$ cat src/rtl/ex_operand_stage.sv
// ID/EX pipeline register for the RV32I core. It feeds ALUop1, ALUop2 and
// ALUctrl to the ALU, forwards results from EX/MEM and MEM/WB, and inserts
// a bubble when the decode slot has to wait.
// Build option: define EX_FORWARD_EN to enable operand forwarding. Without
// it, the stage reads register-file data only and stalls decode until every
// in-flight writer of its sources has retired.
module ex_operand_stage #(
    parameter int DATA_WIDTH = 32,
    parameter int ADDR_WIDTH = 5
) (
    input  logic                  clk,
    input  logic                  rst,
    input  logic                  id_valid,
    input  logic [DATA_WIDTH-1:0] id_rs1_data,
    input  logic [DATA_WIDTH-1:0] id_rs2_data,
    input  logic [DATA_WIDTH-1:0] id_imm,
    input  logic [ADDR_WIDTH-1:0] id_rs1_addr,
    input  logic [ADDR_WIDTH-1:0] id_rs2_addr,
    input  logic [ADDR_WIDTH-1:0] id_rd_addr,
    input  logic [2:0]            id_alu_ctrl,
    input  logic                  id_alu_src,
    input  logic                  id_reg_write,
    input  logic                  id_mem_read,
    input  logic                  hold,
    input  logic                  flush,
    input  logic [ADDR_WIDTH-1:0] exm_rd_addr,
    input  logic                  exm_reg_write,
    input  logic [DATA_WIDTH-1:0] exm_result,
    input  logic [ADDR_WIDTH-1:0] wb_rd_addr,
    input  logic                  wb_reg_write,
    input  logic [DATA_WIDTH-1:0] wb_result,
    output logic [DATA_WIDTH-1:0] ALUop1,
    output logic [DATA_WIDTH-1:0] ALUop2,
    output logic [2:0]            ALUctrl,
    output logic [DATA_WIDTH-1:0] ex_store_data,
    output logic [ADDR_WIDTH-1:0] ex_rd_addr,
    output logic                  ex_reg_write,
    output logic                  ex_mem_read,
    output logic                  ex_valid,
    output logic                  stall_req
);

    // Source indices are only kept when forwarding needs them.
    typedef struct packed {
        logic                  valid;
        logic [DATA_WIDTH-1:0] rs1_data;
        logic [DATA_WIDTH-1:0] rs2_data;
        logic [DATA_WIDTH-1:0] imm;
`ifdef EX_FORWARD_EN
        logic [ADDR_WIDTH-1:0] rs1_addr;
        logic [ADDR_WIDTH-1:0] rs2_addr;
`endif
        logic [ADDR_WIDTH-1:0] rd;
        logic [2:0]            alu_ctrl;
        logic                  alu_src;
        logic                  reg_write;
        logic                  mem_read;
    } ex_reg_t;

    ex_reg_t ex_q, ex_d, id_fields;
    logic    load_use;
    logic    dep_hazard;
    logic [DATA_WIDTH-1:0] fwd_rs1, fwd_rs2;

    // Pack the decode-slot inputs into the register layout.
    always_comb begin
        id_fields           = '0;
        id_fields.valid     = id_valid;
        id_fields.rs1_data  = id_rs1_data;
        id_fields.rs2_data  = id_rs2_data;
        id_fields.imm       = id_imm;
`ifdef EX_FORWARD_EN
        id_fields.rs1_addr  = id_rs1_addr;
        id_fields.rs2_addr  = id_rs2_addr;
`endif
        id_fields.rd        = id_rd_addr;
        id_fields.alu_ctrl  = id_alu_ctrl;
        id_fields.alu_src   = id_alu_src;
        id_fields.reg_write = id_reg_write;
        id_fields.mem_read  = id_mem_read;
    end

    // A load in EX cannot forward its data in time for the instruction behind it.
    assign load_use = ex_q.valid & ex_q.mem_read & (ex_q.rd != '0) & id_valid &
                      ((id_rs1_addr == ex_q.rd) | (id_rs2_addr == ex_q.rd));

`ifdef EX_FORWARD_EN
    assign dep_hazard = 1'b0;

    // EX/MEM is the younger writer, so it wins over MEM/WB; x0 is never forwarded.
    assign fwd_rs1 = (exm_reg_write & (exm_rd_addr != '0) & (exm_rd_addr == ex_q.rs1_addr)) ? exm_result :
                     (wb_reg_write  & (wb_rd_addr  != '0) & (wb_rd_addr  == ex_q.rs1_addr)) ? wb_result  :
                     ex_q.rs1_data;
    assign fwd_rs2 = (exm_reg_write & (exm_rd_addr != '0) & (exm_rd_addr == ex_q.rs2_addr)) ? exm_result :
                     (wb_reg_write  & (wb_rd_addr  != '0) & (wb_rd_addr  == ex_q.rs2_addr)) ? wb_result  :
                     ex_q.rs2_data;
`else
    // Without forwarding, any pending writer of a decode source blocks decode.
    function automatic logic src_pending(input logic [ADDR_WIDTH-1:0] rs,
                                         input logic ex_wr, input logic [ADDR_WIDTH-1:0] ex_rd,
                                         input logic m_wr,  input logic [ADDR_WIDTH-1:0] m_rd,
                                         input logic w_wr,  input logic [ADDR_WIDTH-1:0] w_rd);
        src_pending = (rs != '0) &
                      ((ex_wr & (rs == ex_rd)) | (m_wr & (rs == m_rd)) | (w_wr & (rs == w_rd)));
    endfunction

    assign dep_hazard = id_valid &
        (src_pending(id_rs1_addr, ex_q.valid & ex_q.reg_write, ex_q.rd,
                     exm_reg_write, exm_rd_addr, wb_reg_write, wb_rd_addr) |
         src_pending(id_rs2_addr, ex_q.valid & ex_q.reg_write, ex_q.rd,
                     exm_reg_write, exm_rd_addr, wb_reg_write, wb_rd_addr));

    assign fwd_rs1 = ex_q.rs1_data;
    assign fwd_rs2 = ex_q.rs2_data;

    // Result buses have no consumer in this build.
    logic unused_results;
    assign unused_results = ^{exm_result, wb_result};
`endif

    // A flush kills the decode slot as well, so it never needs to wait.
    assign stall_req = ~flush & (load_use | dep_hazard);

    // Next-state: flush beats hold, hold beats stall, otherwise capture decode.
    always_comb begin
        ex_d = ex_q;
        if (flush) begin
            ex_d = '0;
        end else if (hold) begin
            ex_d = ex_q;
        end else if (stall_req) begin
            ex_d = '0;
        end else begin
            ex_d = id_fields;
        end
    end

    // Pipeline register; reset clears every field including valid.
    always_ff @(posedge clk) begin
        if (rst) begin
            ex_q <= '0;
        end else begin
            ex_q <= ex_d;
        end
    end

    // Bubbles still drive the ALU with zeroed fields; only side effects are qualified.
    assign ALUop1        = fwd_rs1;
    assign ALUop2        = ex_q.alu_src ? ex_q.imm : fwd_rs2;
    assign ALUctrl       = ex_q.alu_ctrl;
    assign ex_store_data = fwd_rs2;
    assign ex_rd_addr    = ex_q.rd;
    assign ex_reg_write  = ex_q.valid & ex_q.reg_write;
    assign ex_mem_read   = ex_q.valid & ex_q.mem_read;
    assign ex_valid      = ex_q.valid;

endmodule

$ cat config.mk
export PLATFORM = sky130hd
export DESIGN_NAME = ex_operand_stage
export DESIGN_NICKNAME = d
export VERILOG_FILES = /design/src/rtl/ex_operand_stage.sv
export SDC_FILE = /design/constraint.sdc
export NUM_CORES = 1
export LEC_CHECK = 0
export BUFFER_PORTS_ARGS = -buffer_cell sky130_fd_sc_hd__buf_2
export CORE_ASPECT_RATIO = 1.5
export CORE_MARGIN = 2
export CORE_UTILIZATION = 40
export CTS_BUF_LIST = sky130_fd_sc_hd__clkbuf_4
export DETAILED_ROUTE_END_ITERATION = 10
export PLACE_DENSITY = 0.72
export SLEW_MARGIN = 20
export SYNTH_ARGS = -nofsm -noshare
export SYNTH_HDL_FRONTEND = slang
export SYNTH_SLANG_ARGS = --single-unit
$ cat constraint.sdc
create_clock -name clk -period 2.4 [get_ports clk]
set_input_delay 0.24 -clock clk [delete_from_list [all_inputs] [get_ports clk]]
set_output_delay 0.24 -clock clk [all_outputs]
set_load 0.01 [all_outputs]
==> report_table.html, run 1 <==
<table>
<tr><th>Metric</th><th>Value</th></tr>
<tr><th colspan="2">Finish</th></tr>
<tr><td>Share of layout cells above drive strength 1</td><td>57.47%</td></tr>
<tr><td>Filler instances</td><td>1,548</td></tr>
<tr><td>Multi-input combinational cell area</td><td>0.003767 sq mm</td></tr>
<tr><td>Final standard cell utilization of the core</td><td>50.22%</td></tr>
<tr><td>Area overhead of the layout relative to synthesis</td><td>24.25%</td></tr>
<tr><td>Net count reported at finish</td><td>1,016</td></tr>
<tr><td>Sequential cell area</td><td>0.002167 sq mm</td></tr>
<tr><td>Leading cell types in the layout, fill and taps excluded</td><td>sky130_fd_sc_hd__buf_2, sky130_fd_sc_hd__a22oi_1, sky130_fd_sc_hd__dfxtp_1</td></tr>
<tr><td>Most frequent standard cell in the layout excluding fill and tap cells</td><td>sky130_fd_sc_hd__buf_2</td></tr>
<tr><th colspan="2">Routing</th></tr>
<tr><td># DRC</td><td>0</td></tr>
<tr><td>Via-per-instance ratio</td><td>5.937</td></tr>
<tr><td>Post-detailed-route count of antenna-violating nets</td><td>0</td></tr>
<tr><td>Pre-Repair DR Iteration Count</td><td>5</td></tr>
<tr><td>Average wire per standard cell</td><td>18.67 um</td></tr>
<tr><td>Violation count after the first detailed-route iteration</td><td>462</td></tr>
<tr><td>Total wirelength of the detailed-routed design</td><td>19,290 um</td></tr>
<tr><td>Vias post-DR</td><td>6,133</td></tr>
<tr><th colspan="2">Die</th></tr>
<tr><td>Die Area</td><td>0.01727 sq mm</td></tr>
<tr><td>Cell row count</td><td>57</td></tr>
<tr><td>DIE WIDTH</td><td>108.0 um</td></tr>
<tr><td>Initial core utilization</td><td>40.42%</td></tr>
<tr><td>Die outline height</td><td>160.0 um</td></tr>
<tr><td>Placeable core area</td><td>0.01605 sq mm</td></tr>
<tr><td>Ports placed on the boundary</td><td>306</td></tr>
<tr><th colspan="2">Min path</th></tr>
<tr><td>Kind of path behind the tightest hold check</td><td>in2reg</td></tr>
<tr><td>Worst hold path depth</td><td>3</td></tr>
<tr><th colspan="2">Timing</th></tr>
<tr><td>Final clock period utilization by the worst path</td><td>106.5%</td></tr>
<tr><td>Max Transition Viols Final</td><td>0</td></tr>
<tr><td>Clock period minus worst slack</td><td>2.555 ns</td></tr>
<tr><td>Measured slew at the worst slew-check pin</td><td>0.7245 ns</td></tr>
<tr><td>Unrepaired setup endpoints after global routing</td><td>true</td></tr>
<tr><td>Normalized max-slew margin</td><td>51.70%</td></tr>
<tr><td>Max Clock Skew</td><td>0.04179 ns</td></tr>
<tr><td>Min setup slack post-route</td><td>-0.1554 ns</td></tr>
<tr><td>Setup TNS</td><td>-7.099 ns</td></tr>
<tr><td>Max frequency</td><td>391.3 MHz</td></tr>
<tr><td>Final Hold Violating Endpoints</td><td>0</td></tr>
<tr><td>Final hold slack</td><td>0.06192 ns</td></tr>
<tr><td>Setup-violating endpoint count in the final report</td><td>80</td></tr>
<tr><th colspan="2">Power</th></tr>
<tr><td>Cell area power density</td><td>479.4 mW/mm^2</td></tr>
<tr><td>Fraction of power spent switching nets</td><td>31.17%</td></tr>
<tr><td>Leakage Power</td><td>3.323 nW</td></tr>
<tr><td>Total power after layout</td><td>3.863 mW</td></tr>
<tr><td>Sequential cell fraction of total power</td><td>50.5%</td></tr>
<tr><td>Clock network power share</td><td>26.3%</td></tr>
<tr><td>Cell-internal power</td><td>2.659 mW</td></tr>
<tr><td>Portion of total power attributed to combinational logic</td><td>23.2%</td></tr>
<tr><td>Sw power</td><td>1.204 mW</td></tr>
<tr><td>Max rail drop VDD</td><td>286.9 uV</td></tr>
<tr><th colspan="2">GRT</th></tr>
<tr><td>Maximum number of pins on one net before global-route repair</td><td>73</td></tr>
<tr><td>Total routing resource utilization after global routing</td><td>21.27%</td></tr>
<tr><td>Via count of the first global-routing pass</td><td>5,846</td></tr>
<tr><td>Wire length of the first global-routing pass</td><td>29,890 um</td></tr>
<tr><td>Number of antenna violations at the first check in global routing</td><td>4</td></tr>
<tr><td>Total grt overflow</td><td>0</td></tr>
<tr><th colspan="2">Synthesis</th></tr>
<tr><td>Synthesized-area fraction occupied by and/or/nand/nor cells</td><td>18.61%</td></tr>
<tr><td>Synthesis Warnings</td><td>0</td></tr>
<tr><td>Area of the mapped netlist</td><td>0.006486 sq mm</td></tr>
<tr><td>Net count after synthesis</td><td>883</td></tr>
<tr><td>Distinct cell type count after synthesis</td><td>29</td></tr>
<tr><td>Mux share of post-synthesis cell area</td><td>5.556%</td></tr>
<tr><td>Part of the Yosys area used for sequential elements</td><td>33.33%</td></tr>
<tr><td>Adder and majority gate portion of the synthesized area</td><td>0%</td></tr>
<tr><td>Main combinational cell family by area after synthesis</td><td>compound AO/OA/AOI/OAI gates</td></tr>
<tr><td>Post-Synthesis Cells</td><td>685</td></tr>
<tr><td>Share of the synthesized netlist area taken by xor and xnor gates</td><td>4.051%</td></tr>
<tr><td>Average footprint of a synthesized cell</td><td>9.469 sq um</td></tr>
<tr><td>Number of flip-flops and latches in the synthesized netlist</td><td>108</td></tr>
<tr><td>Compound-Gate Fraction of Synth Area</td><td>24.67%</td></tr>
<tr><th colspan="2">CTS</th></tr>
<tr><td>Clock Sink Count</td><td>108</td></tr>
<tr><td>H-tree Lvls</td><td>3</td></tr>
<tr><td>Clock root buffer</td><td>sky130_fd_sc_hd__clkbuf_4</td></tr>
<tr><td>Number of buffers between clock root and the deepest sink</td><td>2</td></tr>
<tr><td>Clock latency of the later-clocked register in the worst-skew pair</td><td>0.47 ns</td></tr>
<tr><td>Number of hold buffers added after cts</td><td>0</td></tr>
<tr><td>Cts bufs inserted</td><td>9</td></tr>
<tr><td>CTS clk-pin slew, worst paths</td><td>0.21 ns</td></tr>
<tr><td>CTS tree</td><td>yes</td></tr>
<tr><th colspan="2">Worst setup path</th></tr>
<tr><td>Levels on crit path</td><td>7</td></tr>
<tr><td>Cell depth of the worst flop-to-flop path</td><td>7</td></tr>
<tr><td>Worst EP arrival</td><td>2.97 ns</td></tr>
<tr><td>Data required, critical path</td><td>2.82 ns</td></tr>
<tr><td>Highest cell delay on the worst timing path</td><td>0.68 ns</td></tr>
<tr><td>Worst reg-to-reg setup slack</td><td>-0.16 ns</td></tr>
<tr><td>Startpoint class of the critical path</td><td>flop</td></tr>
<tr><td>Critical path cell sequence</td><td>or4_4 &gt; o21ai_2 &gt; a21boi_4 &gt; o22ai_4 &gt; bufbuf_16 &gt; or4b_2 &gt; o22ai_2</td></tr>
<tr><td>Kind of critical path</td><td>reg2reg</td></tr>
<tr><td>Bufs and invs on worst path</td><td>1</td></tr>
<tr><td>Critical Path Fanout Max</td><td>32</td></tr>
<tr><td>CP max stage cell</td><td>sky130_fd_sc_hd__or4b_2</td></tr>
<tr><td>Kind of capture point of the worst setup path</td><td>flop</td></tr>
<tr><td>Gate family responsible for the most delay along the worst path</td><td>simple AND/OR/NAND/NOR gates</td></tr>
<tr><th colspan="2">Place</th></tr>
<tr><td>Weighted congestion at the end of routability-driven global placement</td><td>0.8385</td></tr>
<tr><td>HPWL after DPL</td><td>12,560 um</td></tr>
<tr><td>Setup slack after placement</td><td>0.01786 ns</td></tr>
<tr><td>Count of port buffers added during placement</td><td>241</td></tr>
<tr><th colspan="2">Status</th></tr>
<tr><td>Status</td><td>finished with violations</td></tr>
<tr><td>Violations in the final reports</td><td>setup timing</td></tr>
<tr><th colspan="2">Job</th></tr>
<tr><td>Max-cap violation count</td><td>0</td></tr>
</table>
==> through the flow <==
stage | cell area [sq um] | cells
floorplan | 6486 | 685
global placement | 7412 | 1003
detailed placement | 7412 | 1003
CTS | 7875 | 1026
global route | 8059 | 1033
finish | 8059 | 1033
==> routing by layer <==
| layer | vias up | GRT usage [%] | wire [um] |
|---|---|---|---|
| li1 | 2908 | - | - |
| met1 | 3012 | 25.35 | 7787 |
| met2 | 176 | 37.22 | 10140 |
| met3 | 37 | 3.796 | 785 |
| met4 | 0 | 8.508 | 575 |
| met5 | - | 0 | 0 |
==> cells by family (layout without fill, tap and decap cells) <==
group | Yosys count | count (layout)
AND/OR/NAND/NOR | 132 | 132
XOR/XNOR | 30 | 30
other | 0 | 4
multiplexers | 32 | 32
flip-flops | 108 | 108
AO/OA/AOI/OAI | 224 | 224
buffers and inverters | 159 | 297
==> worst paths after layout <==
| path | start | end |
|---|---|---|
| max | ex_rd_addr[0] | ALUop1[8] |
| min | id_rs1_data[15] | ALUop1[15] |
| max reg2reg | ex_rd_addr[0] | ALUop1[8] |
| min reg2reg | ex_valid | ex_valid |
==> flip-flops by register name, summed over array words and instances, names as in the netlist <==
name           cells
ex_q              35
ALUop1            32
ex_store_data     32
ex_rd_addr         5
ALUctrl            3
ex_valid           1
==> worst min-delay path, stage by stage <==
cell and delay [ns]:
sky130_fd_sc_hd__buf_2 0.09, sky130_fd_sc_hd__a22oi_1 0.05, sky130_fd_sc_hd__o22ai_1 0.13
==> final cells by class <==
class	count	area share, %
Antenna cell	4	0.1242
Clock buffer	9	0.8384
Clock inverter	7	0.9936
Inverter	1	0.04658
Multi-Input combinational cell	418	46.75
Sequential cell	108	26.89
Tap cell	206	3.198
Timing Repair Buffer	280	21.16
==> power groups by stage <==
| stage | registers, mW | clock network, mW | logic, mW |
|---|---|---|---|
| after floorplan | 1.97 | 0 | 0.579 |
| after global placement | 1.99 | 0 | 0.824 |
| after detailed placement | 1.99 | 0 | 0.840 |
| after CTS | 1.95 | 1.06 | 0.864 |
| after global routing | 1.97 | 1.13 | 0.969 |
| final | 1.95 | 1.02 | 0.895 |
==> synthesized netlist by cell type <==
library cell,instances,area share (%)
sky130_fd_sc_hd__o22ai_1,101,9.7
sky130_fd_sc_hd__nor3_1,3,0.23
sky130_fd_sc_hd__a22oi_1,107,12
sky130_fd_sc_hd__or4b_1,11,1.7
sky130_fd_sc_hd__nand4_1,4,0.39
sky130_fd_sc_hd__or4b_2,97,15
sky130_fd_sc_hd__buf_6,2,0.35
sky130_fd_sc_hd__inv_1,1,0.058
sky130_fd_sc_hd__o22ai_2,9,1.7
sky130_fd_sc_hd__or4_1,1,0.12
sky130_fd_sc_hd__o211a_1,1,0.15
sky130_fd_sc_hd__nand3_1,3,0.23
sky130_fd_sc_hd__or2_2,1,0.097
sky130_fd_sc_hd__nand2_1,6,0.35
sky130_fd_sc_hd__a21boi_2,1,0.17
sky130_fd_sc_hd__or4_4,1,0.17
sky130_fd_sc_hd__o21ai_2,1,0.14
sky130_fd_sc_hd__xnor2_1,24,3.2
sky130_fd_sc_hd__o211ai_1,1,0.12
sky130_fd_sc_hd__mux2_2,32,5.6
sky130_fd_sc_hd__o21ai_0,3,0.23
sky130_fd_sc_hd__clkbuf_2,9,0.69
sky130_fd_sc_hd__and2_1,2,0.19
sky130_fd_sc_hd__clkbuf_1,72,4.2
sky130_fd_sc_hd__buf_4,72,8.3
sky130_fd_sc_hd__dfxtp_1,108,33
sky130_fd_sc_hd__nor2_1,3,0.17
sky130_fd_sc_hd__xor2_1,6,0.81
sky130_fd_sc_hd__buf_1,3,0.17
==> timing repair <==
item                                    in CTS  in global routing
gates cloned                                 3                  0
buffers inserted                             4                  4
gates resized for setup                     47                 29
endpoints found under the setup margin      25                 96
pin swaps                                   31                 12
No activity file was read; power rests on OpenSTA's default activity.
==> run 2: changes to the inputs <==
--- a/config.mk
+++ b/config.mk
@@ -5,7 +5,7 @@
 export SDC_FILE = /design/constraint.sdc
 export NUM_CORES = 1
 export LEC_CHECK = 0
-export BUFFER_PORTS_ARGS = -buffer_cell sky130_fd_sc_hd__buf_2
+export BUFFER_PORTS_ARGS = -buffer_cell sky130_fd_sc_hd__buf_4
 export CORE_ASPECT_RATIO = 1.5
 export CORE_MARGIN = 2
 export CORE_UTILIZATION = 40
==> run 2 against run 1 <==
The flow still finishes with violations (setup timing). Count of clock-buffer cells in the layout is the same. Sequential power barely moved. Final area rose by 7.0%. First-iteration DRC count down 23%. Setup slack got worse by 0.020 ns. Global-route usage is 0.48 points lower. Power is 2.2% higher. Critical path type unchanged. Critical endpoint is now ex_store_data[6].
==> report_table.html, run 2 (synthesis results as in run 1) <==
<table>
<tr><th>Metric</th><th>Value</th></tr>
<tr><th colspan="2">Status</th></tr>
<tr><td>Status</td><td>finished with violations</td></tr>
<tr><td>Violations in the final reports</td><td>setup timing</td></tr>
<tr><th colspan="2">GRT</th></tr>
<tr><td>Number of antenna violations at the first check in global routing</td><td>1</td></tr>
<tr><td>Maximum number of pins on one net before global-route repair</td><td>114</td></tr>
<tr><td>Total routing resource utilization after global routing</td><td>20.79%</td></tr>
<tr><td>Wire length of the first global-routing pass</td><td>29,400 um</td></tr>
<tr><td>Total grt overflow</td><td>0</td></tr>
<tr><td>Via count of the first global-routing pass</td><td>5,652</td></tr>
<tr><th colspan="2">Worst setup path</th></tr>
<tr><td>Critical path cell sequence</td><td>or4_4 &gt; o21ai_2 &gt; a21boi_4 &gt; o22ai_4 &gt; buf_4 &gt; buf_12 &gt; or4b_2 &gt; o22ai_2</td></tr>
<tr><td>CP max stage cell</td><td>sky130_fd_sc_hd__or4b_2</td></tr>
<tr><td>Start point of the critical path</td><td>ex_rd_addr[0]</td></tr>
<tr><td>Kind of capture point of the worst setup path</td><td>flop</td></tr>
<tr><td>Kind of critical path</td><td>reg2reg</td></tr>
<tr><td>Cell depth of the worst flop-to-flop path</td><td>8</td></tr>
<tr><td>Startpoint class of the critical path</td><td>flop</td></tr>
<tr><td>Worst EP arrival</td><td>2.97 ns</td></tr>
<tr><td>Highest cell delay on the worst timing path</td><td>0.65 ns</td></tr>
<tr><td>Beginning of the worst register-to-register path</td><td>ex_rd_addr[0]</td></tr>
<tr><td>Data required, critical path</td><td>2.79 ns</td></tr>
<tr><td>Critical Path Fanout Max</td><td>42</td></tr>
<tr><th colspan="2">Power</th></tr>
<tr><td>Fraction of power spent switching nets</td><td>30.17%</td></tr>
<tr><td>Cell-internal power</td><td>2.756 mW</td></tr>
<tr><td>Cell area power density</td><td>457.5 mW/mm^2</td></tr>
<tr><td>Clock network power share</td><td>24.9%</td></tr>
<tr><td>Total power after layout</td><td>3.947 mW</td></tr>
<tr><td>Leakage Power</td><td>3.397 nW</td></tr>
<tr><td>Max rail drop VDD</td><td>269.0 uV</td></tr>
<tr><td>Portion of total power attributed to combinational logic</td><td>25.6%</td></tr>
<tr><td>Sw power</td><td>1.191 mW</td></tr>
<tr><td>Sequential cell fraction of total power</td><td>49.5%</td></tr>
<tr><th colspan="2">Place</th></tr>
<tr><td>Cell Count Post-Placement</td><td>995</td></tr>
<tr><td>HPWL after DPL</td><td>12,410 um</td></tr>
<tr><td>Weighted congestion at the end of routability-driven global placement</td><td>0.8482</td></tr>
<tr><td>Setup slack after placement</td><td>0.04230 ns</td></tr>
<tr><td>Count of port buffers added during placement</td><td>241</td></tr>
<tr><td>Placed standard-cell area</td><td>0.007965 sq mm</td></tr>
<tr><th colspan="2">CTS</th></tr>
<tr><td>Clock latency of the later-clocked register in the worst-skew pair</td><td>0.47 ns</td></tr>
<tr><td>CTS tree</td><td>yes</td></tr>
<tr><td>Number of buffers between clock root and the deepest sink</td><td>2</td></tr>
<tr><td>Clock root buffer</td><td>sky130_fd_sc_hd__clkbuf_4</td></tr>
<tr><td>Cts bufs inserted</td><td>9</td></tr>
<tr><td>H-tree Lvls</td><td>3</td></tr>
<tr><td>Clock Sink Count</td><td>108</td></tr>
<tr><td>Number of hold buffers added after cts</td><td>0</td></tr>
<tr><td>CTS clk-pin slew, worst paths</td><td>0.18 ns</td></tr>
<tr><th colspan="2">Timing</th></tr>
<tr><td>Clock period minus worst slack</td><td>2.575 ns</td></tr>
<tr><td>Final clock period utilization by the worst path</td><td>107.3%</td></tr>
<tr><td>Unrepaired setup endpoints after global routing</td><td>true</td></tr>
<tr><td>Setup TNS</td><td>-8.066 ns</td></tr>
<tr><td>Max frequency</td><td>388.3 MHz</td></tr>
<tr><td>Final Hold Violating Endpoints</td><td>0</td></tr>
<tr><td>Min setup slack post-route</td><td>-0.1753 ns</td></tr>
<tr><td>Max Transition Viols Final</td><td>0</td></tr>
<tr><td>Setup-violating endpoint count in the final report</td><td>77</td></tr>
<tr><td>Normalized max-slew margin</td><td>62.28%</td></tr>
<tr><td>Max Clock Skew</td><td>0.02636 ns</td></tr>
<tr><td>Measured slew at the worst slew-check pin</td><td>0.5659 ns</td></tr>
<tr><td>Final hold slack</td><td>0.06443 ns</td></tr>
<tr><th colspan="2">Routing</th></tr>
<tr><td>Pre-Repair DR Iteration Count</td><td>4</td></tr>
<tr><td>Via-per-instance ratio</td><td>5.921</td></tr>
<tr><td>Post-detailed-route count of antenna-violating nets</td><td>0</td></tr>
<tr><td>Average wire per standard cell</td><td>18.99 um</td></tr>
<tr><td>Total wirelength of the detailed-routed design</td><td>19,350 um</td></tr>
<tr><td># DRC</td><td>0</td></tr>
<tr><td>Vias post-DR</td><td>6,033</td></tr>
<tr><td>Violation count after the first detailed-route iteration</td><td>358</td></tr>
<tr><th colspan="2">Die</th></tr>
<tr><td>Initial core utilization</td><td>40.42%</td></tr>
<tr><td>Die Area</td><td>0.01727 sq mm</td></tr>
<tr><td>Placeable core area</td><td>0.01605 sq mm</td></tr>
<tr><td>Cell row count</td><td>57</td></tr>
<tr><td>Ports placed on the boundary</td><td>306</td></tr>
<tr><td>Die outline height</td><td>160.0 um</td></tr>
<tr><td>DIE WIDTH</td><td>108.0 um</td></tr>
<tr><th colspan="2">Min path</th></tr>
<tr><td>Kind of path behind the tightest hold check</td><td>in2reg</td></tr>
<tr><td>Hold path start</td><td>rst</td></tr>
<tr><td>Worst hold path depth</td><td>4</td></tr>
<tr><th colspan="2">Finish</th></tr>
<tr><td>Filler instances</td><td>1,459</td></tr>
<tr><td>Final standard cell utilization of the core</td><td>53.76%</td></tr>
<tr><td>Share of layout cells above drive strength 1</td><td>58.25%</td></tr>
<tr><td>Net count reported at finish</td><td>1,005</td></tr>
<tr><td>Most frequent standard cell in the layout excluding fill and tap cells</td><td>sky130_fd_sc_hd__buf_4</td></tr>
<tr><td>Leading cell types in the layout, fill and taps excluded</td><td>sky130_fd_sc_hd__buf_4, sky130_fd_sc_hd__a22oi_1, sky130_fd_sc_hd__dfxtp_1</td></tr>
<tr><td>Design area</td><td>0.008627 sq mm</td></tr>
<tr><td>Post-Layout Cell Count</td><td>1,019</td></tr>
<tr><td>Number of flip-flops under the largest register name</td><td>35</td></tr>
<tr><td>Area overhead of the layout relative to synthesis</td><td>33.01%</td></tr>
<tr><td>Largest Register</td><td>ex_q</td></tr>
<tr><th colspan="2">Job</th></tr>
<tr><td>Max-cap violation count</td><td>0</td></tr>
</table>
[run 2: final cells by class]
class / count / area [sq um] / share of cell area (%)
Multi-Input combinational cell: 418 / 3871 / 44.87
Timing Repair Buffer: 269 / 2186 / 25.34
Sequential cell: 108 / 2165 / 25.09
Tap cell: 206 / 257.7 / 2.988
Clock inverter: 7 / 73.82 / 0.8557
Clock buffer: 9 / 67.56 / 0.7832
Inverter: 1 / 3.754 / 0.04351
Antenna cell: 1 / 2.502 / 0.02901
[run 2: path summary, 6_finish.rpt]
path	end	slack [ns]
min	ex_valid	0.06
max reg2reg	ex_store_data[6]	-0.18
max	ex_store_data[6]	-0.18
min reg2reg	ex_valid	0.55
[run 2: critical path: cells and delay by family, from the launching register on]
family / cells / cell delay (ns)
and+or+nand+nor: 2 / 1.17
buffers and inverters: 2 / 0.33
AOI/OAI and AO/OA: 4 / 0.63
DFF: 1 / 0.36
[run 2: power groups by stage]
stage / Clock, mW / Sequential, mW / Combinational [mW]
after floorplan: 0 / 1.97 / 0.579
after global placement: 0 / 1.99 / 0.933
after detailed placement: 0 / 1.99 / 0.947
after CTS: 1.03 / 1.95 / 0.948
after global routing: 1.09 / 1.97 / 1.08
final: 0.984 / 1.95 / 1.01
[run 2: per-layer routing]
metal	GRT usage (%)	routed length (um)	vias up
met5	0	0	-
met4	7.168	426	0
met3	3.755	861	28
met2	35.79	10090	166
met1	25.76	7973	2956
li1	-	-	2883
[run 2: what timing repair did]
item	CTS	global route
pin swaps	2	56
cloned	1	1
buffers inserted	2	4
endpoints found under the hold margin	0	0
setup endpoints to repair	2	109
gates resized for setup	1	88
